$ cat src/rtl/demux1to4_stream.sv
// Stream demultiplexer: one valid/ready input routed by a 2-bit select to four
// valid/ready output channels, each backed by a 2-entry FIFO, with per-channel push counters.
module demux1to4_stream #(
    parameter int N    = 64,
    parameter int CNTW = 16
) (
    input  logic            clk,
    input  logic            reset,
    input  logic            in_valid,
    output logic            in_ready,
    input  logic [1:0]      in_sel,
    input  logic [N-1:0]    in_data,
    output logic [3:0]      out_valid,
    input  logic [3:0]      out_ready,
    output logic [N-1:0]    out_data0,
    output logic [N-1:0]    out_data1,
    output logic [N-1:0]    out_data2,
    output logic [N-1:0]    out_data3,
    output logic [4*CNTW-1:0] word_cnt
);

    logic [1:0]      r_occ   [4];
    logic [N-1:0]    r_head  [4];
    logic [N-1:0]    r_tail  [4];
    logic [CNTW-1:0] r_cnt   [4];
    logic [3:0]      r_valid;

    logic            w_in_ready;
    logic [3:0]      w_push;
    logic [3:0]      w_pop;
    logic [1:0]      w_occ_nxt  [4];
    logic [N-1:0]    w_head_nxt [4];
    logic [N-1:0]    w_tail_nxt [4];

    // Handshake decode: readiness depends only on the selected channel's occupancy.
    always_comb begin
        w_in_ready = ~reset & (r_occ[in_sel] != 2'd2);
        w_push     = 4'b0000;
        w_pop      = 4'b0000;
        for (int k = 0; k < 4; k++) begin
            w_push[k] = in_valid & w_in_ready & (in_sel == 2'(k));
            w_pop[k]  = r_valid[k] & out_ready[k];
        end
    end

    // Per-channel FIFO next state; the head slot is the registered output word.
    always_comb begin
        for (int k = 0; k < 4; k++) begin
            w_occ_nxt[k]  = r_occ[k];
            w_head_nxt[k] = r_head[k];
            w_tail_nxt[k] = r_tail[k];
            case ({w_push[k], w_pop[k]})
                2'b10: begin
                    if (r_occ[k] == 2'd0) begin
                        w_head_nxt[k] = in_data;
                        w_occ_nxt[k]  = 2'd1;
                    end else begin
                        w_tail_nxt[k] = in_data;
                        w_occ_nxt[k]  = 2'd2;
                    end
                end
                2'b01: begin
                    if (r_occ[k] == 2'd2) begin
                        w_head_nxt[k] = r_tail[k];
                        w_occ_nxt[k]  = 2'd1;
                    end else begin
                        w_occ_nxt[k]  = 2'd0;
                    end
                end
                // push and pop together only happen at occupancy 1
                2'b11: begin
                    w_head_nxt[k] = in_data;
                    w_occ_nxt[k]  = 2'd1;
                end
                default: begin
                    w_occ_nxt[k]  = r_occ[k];
                end
            endcase
        end
    end

    // State registers with synchronous reset discarding any same-cycle transfer.
    always_ff @(posedge clk) begin
        if (reset) begin
            r_valid <= 4'b0000;
            for (int k = 0; k < 4; k++) begin
                r_occ[k]  <= 2'd0;
                r_head[k] <= {N{1'b0}};
                r_tail[k] <= {N{1'b0}};
                r_cnt[k]  <= {CNTW{1'b0}};
            end
        end else begin
            for (int k = 0; k < 4; k++) begin
                r_occ[k]   <= w_occ_nxt[k];
                r_head[k]  <= w_head_nxt[k];
                r_tail[k]  <= w_tail_nxt[k];
                r_valid[k] <= (w_occ_nxt[k] != 2'd0);
                if (w_push[k]) begin
                    r_cnt[k] <= r_cnt[k] + {{(CNTW-1){1'b0}}, 1'b1};
                end else begin
                    r_cnt[k] <= r_cnt[k];
                end
            end
        end
    end

    assign in_ready  = w_in_ready;
    assign out_valid = r_valid;
    assign out_data0 = r_head[0];
    assign out_data1 = r_head[1];
    assign out_data2 = r_head[2];
    assign out_data3 = r_head[3];

    for (genvar g = 0; g < 4; g++) begin : g_cnt
        assign word_cnt[g*CNTW +: CNTW] = r_cnt[g];
    end

endmodule

$ cat config.mk
export PLATFORM = sky130hd
export DESIGN_NAME = demux1to4_stream
export DESIGN_NICKNAME = d
export VERILOG_FILES = /design/src/rtl/demux1to4_stream.sv
export SDC_FILE = /design/constraint.sdc
export NUM_CORES = 1
export LEC_CHECK = 0
export BUFFER_PORTS_ARGS = -buffer_cell sky130_fd_sc_hd__buf_2
export CAP_MARGIN = 30
export CELL_PAD_IN_SITES_DETAIL_PLACEMENT = 1
export CELL_PAD_IN_SITES_GLOBAL_PLACEMENT = 1
export CORE_UTILIZATION = 46
export DETAILED_ROUTE_END_ITERATION = 8
export GPL_TIMING_DRIVEN = 0
export HOLD_SLACK_MARGIN = 0.1
export PLACE_DENSITY = 0.95
export SYNTH_ARGS = -nofsm -noshare
export SYNTH_HDL_FRONTEND = slang
export SYNTH_SLANG_ARGS = --single-unit
$ cat constraint.sdc
create_clock -name clk -period 4.6 [get_ports clk]
set_clock_uncertainty 0.15 [all_clocks]
set_input_delay 0 -clock clk [delete_from_list [all_inputs] [get_ports clk]]
set_output_delay 0 -clock clk [all_outputs]
set_load 0.005 [all_outputs]
==> metrics.md <==
| Metric | Value |
|---|---|
| Worst ir drop on vdd | `roughly 0.30 mV` |
| Syn avg cell area | `9.091 µm²` |
| Layout cells sized above 1 | `0.2224` |
| Final Cycle Share | `0.7800` |
| Mapped cell area | `approximately 23000 µm²` |
| First-pass detailed-route iteration total | `6` |
| Asr flop ratio synth | `0` |
| Post_cts resized | `0` |
| Setup TNS | `0 ns` |
| Routed vias/inst | `6.386` |
| Drt drc | `0` |
| Clk buf depth | `3` |
| Post-CTS setup buffers | `0` |
| Final Setup Violations | `0` |
| Ys flop type | `dfxtp_1` |
| CP Max Fanout | `10` |
| Sequential share of the synthesized area | `0.5333` |
| Power density over cell area | `between 300 and 400 nW/µm²` |
| Vias in the first global route | `~25k` |
| Cells after Synth | `2560` |
| Top-count cell post-synth | `dfxtp_1` |
| Ranking of synthesized cells by area | `dfxtp_1, edfxtp_1, nor2_1` |
| DRT iter0 DRCs | `2216` |
| CTS tree | `yes` |
| Starting Density | `0.4648` |
| CTS Buf Count | `59` |
| Critical path's slowest cell | `clkbuf_1` |
| Crit path kind | `input port to output pin` |
| Hold WC Path Type | `input port to flip-flop` |
| Final Hold Fails | `0` |
| Clock net sink count | `588` |
| R2R depth | `7` |
| Status | `complete, no violations` |
| Die Height | `226.9 µm` |
| Buffers on Ports | `333` |
| Synth top area share | `0.4508` |
| Top Ports | `398` |
| Largest net degree at the start of global routing | `17` |
| Reg power frac | `0.484` |
| Top post-synthesis cells by count | `dfxtp_1, nor2_1, nand2_1, o22ai_1, a21oi_1` |
| Worst Path Required | `4.45 ns` |
| Syn-to-layout area delta | `23.89%` |
| Slew Limit Headroom | `0.3125` |
| Fin nets | `3138` |
| Type of origin of the critical path | `input port` |
| FMAX | `278.7 MHz` |
| CP Buf/Inv Count | `9` |
| Chip width | `226.9 µm` |
| Sw power | `0.002895 W` |
| Synth cell types | `52` |
| Site row count | `82` |
| Core area | `between 50000 and 60000 µm²` |
| Final antenna-violating net count | `0` |
| Gpl congestion | `0.8444` |
| Power consumption | `0.01125 W` |
| Arrival @ worst endpoint | `3.44 ns` |
| Cell taking the most area after synthesis | `dfxtp_1` |
| First-pass GRT wire length | `156.5 mm` |
| # placed instances | `3575` |
| Drt total wl | `about 110 mm` |
| Routed vias | `24.13k` |
| Total grt overflow | `0` |
| Final core occ | `0.5759` |
| CP Depth | `10` |
| Slew Limit Fails | `0` |
| Int Pwr | `~0.0084 W` |
| Critical path endpoint category | `output pin` |
| DP HPWL | `64.84 mm` |
| WHS Path Cells | `4` |
| CP cell instances | `dlygate4sd3_1 -> buf_2 -> buf_2 -> clkbuf_1 -> buf_8 -> clkbuf_1 -> buf_8 -> clkbuf_1 -> nor2_1 -> buf_2` |
| Die area | `51500 µm²` |
| Worst skew pair latency | `0.63 ns` |
| Synthesized flop and latch total | `588` |
| LEAKAGE | `12.98 nW` |
| Root buf cell | `clkbuf_16` |
| Post-synth EDFFs | `64` |
| Top cell family by delay on the critical path | `buffers and inverters` |
| Unrepaired setup endpoints after global routing | `false` |
| # H-tree levels | `2` |
| Yosys warns | `0` |
| Antenna violations before repair | `3` |
| Sw frac | `0.2573` |
| Total track usage | `0.4040` |
| Slew @ Worst Pin | `1.031 ns` |
| Finished Layout Cells | `3779` |
| Drt wl/cell | `28.21 µm` |
| Max-cap viol count | `0` |
| Crit path time final | `about 3.6 ns` |
| CP max stage delay | `0.66 ns` |
| Clock slew at reported path FFs | `about 0.060 ns` |
| Mapped Nets | `2637` |
| Clock power frac | `0.438` |
| Comb power frac | `0.077` |
## worst min-delay path, cell delays in order
cell           delay (ns)
dlygate4sd3_1        0.53
buf_2                0.19
nand2_1              0.08
a21oi_1              0.05
## power by group through the flow
| stage | Clock (W) | Sequential, W | Combinational [W] |
|---|---|---|---|
| detailed placement | 0 | 0.00554 | 0.000739 |
| CTS | 0.00485 | 0.00543 | 0.000822 |
| global placement | 0 | 0.00553 | 0.000685 |
| global route | 0.00511 | 0.00545 | 0.000907 |
| floorplan | 0 | 0.00552 | 0.000382 |
| finish | 0.00493 | 0.00545 | 0.000870 |
## routing by layer
layer,vias to the layer above,global-route usage,part of all wire
li1,9904,-,-
met1,11870,0.4498,0.35
met2,1739,0.6673,0.47
met3,622,0.09758,0.091
met4,2,0.3095,0.084
met5,-,0,0.00011
## cell families after synthesis
group	Yosys count	share of synthesized area
muxes	132	0.05747
AOI/OAI and AO/OA	442	0.1276
and+or+nand+nor	1098	0.2144
DFF	588	0.5333
adders and majority gates	4	0.002151
xor gates and xnor gates	35	0.01317
buffers and inverters	261	0.05188
## final cells by class
type / count / area [µm²]
multi-input cells: 1711 / 9653
clock inverters: 15 / 146.4
fillers: 5792 / 21240
repair buffers: 440 / 2806
diodes: 4 / 10.01
clock buffers: 88 / 1757
flip-flops and latches: 588 / 12410
inverters: 7 / 26.28
well taps: 672 / 840.8
plain buffers: 254 / 1181
## worst paths after layout
| kind | start | to | slack (ns) |
|---|---|---|---|
| setup / recovery | reset | in_ready | 1.01 |
| hold / removal | in_data[36] | r_tail[2][36] | 0.12 |
| setup reg to reg | r_occ[2][0] | r_head[2][44] | 1.48 |
| hold reg to reg | r_tail[2][3] | r_tail[2][3] | 0.31 |
## what timing repair did
action                     CTS  global route
hold endpoints to repair   527             0
hold buffers                95             0
setup endpoints to repair    0             0
## per-stage QoR
| step | hold WS (ns) | cell area (µm²) | setup slack, ns |
|---|---|---|---|
| floorplan | -0.05338 | 23270 | 2.424 |
| global placement | 0.07810 | 25780 | 1.301 |
| detailed placement | 0.09601 | 25940 | 1.681 |
| CTS | 0.1003 | 28800 | 1.292 |
| global route | 0.1380 | 28830 | 1.154 |
| finish | 0.1213 | 28830 | 1.012 |
## placed cells by master (no fill, tap or decap), types with 23 or more instances in the layout
| master | instances |
|---|---|
| a21oi_1 | 147 |
| o22ai_1 | 188 |
| xnor2_1 | 23 |
| mux2i_1 | 128 |
| nand3_1 | 27 |
| dlygate4sd3_1 | 95 |
| clkbuf_1 | 137 |
| o221a_2 | 64 |
| nor2_1 | 497 |
| nand2_1 | 285 |
| clkbuf_16 | 60 |
| dfxtp_1 | 524 |
| buf_2 | 428 |
| nor3_2 | 60 |
| edfxtp_1 | 64 |
| nor3_1 | 139 |
## sequential cells by signal, summed over array words and instances, names as in the netlist
register,flops
out_valid,4
r_cnt,64
r_occ,8
r_head,256
r_tail,256
No activity file was read; power rests on OpenSTA's default activity.
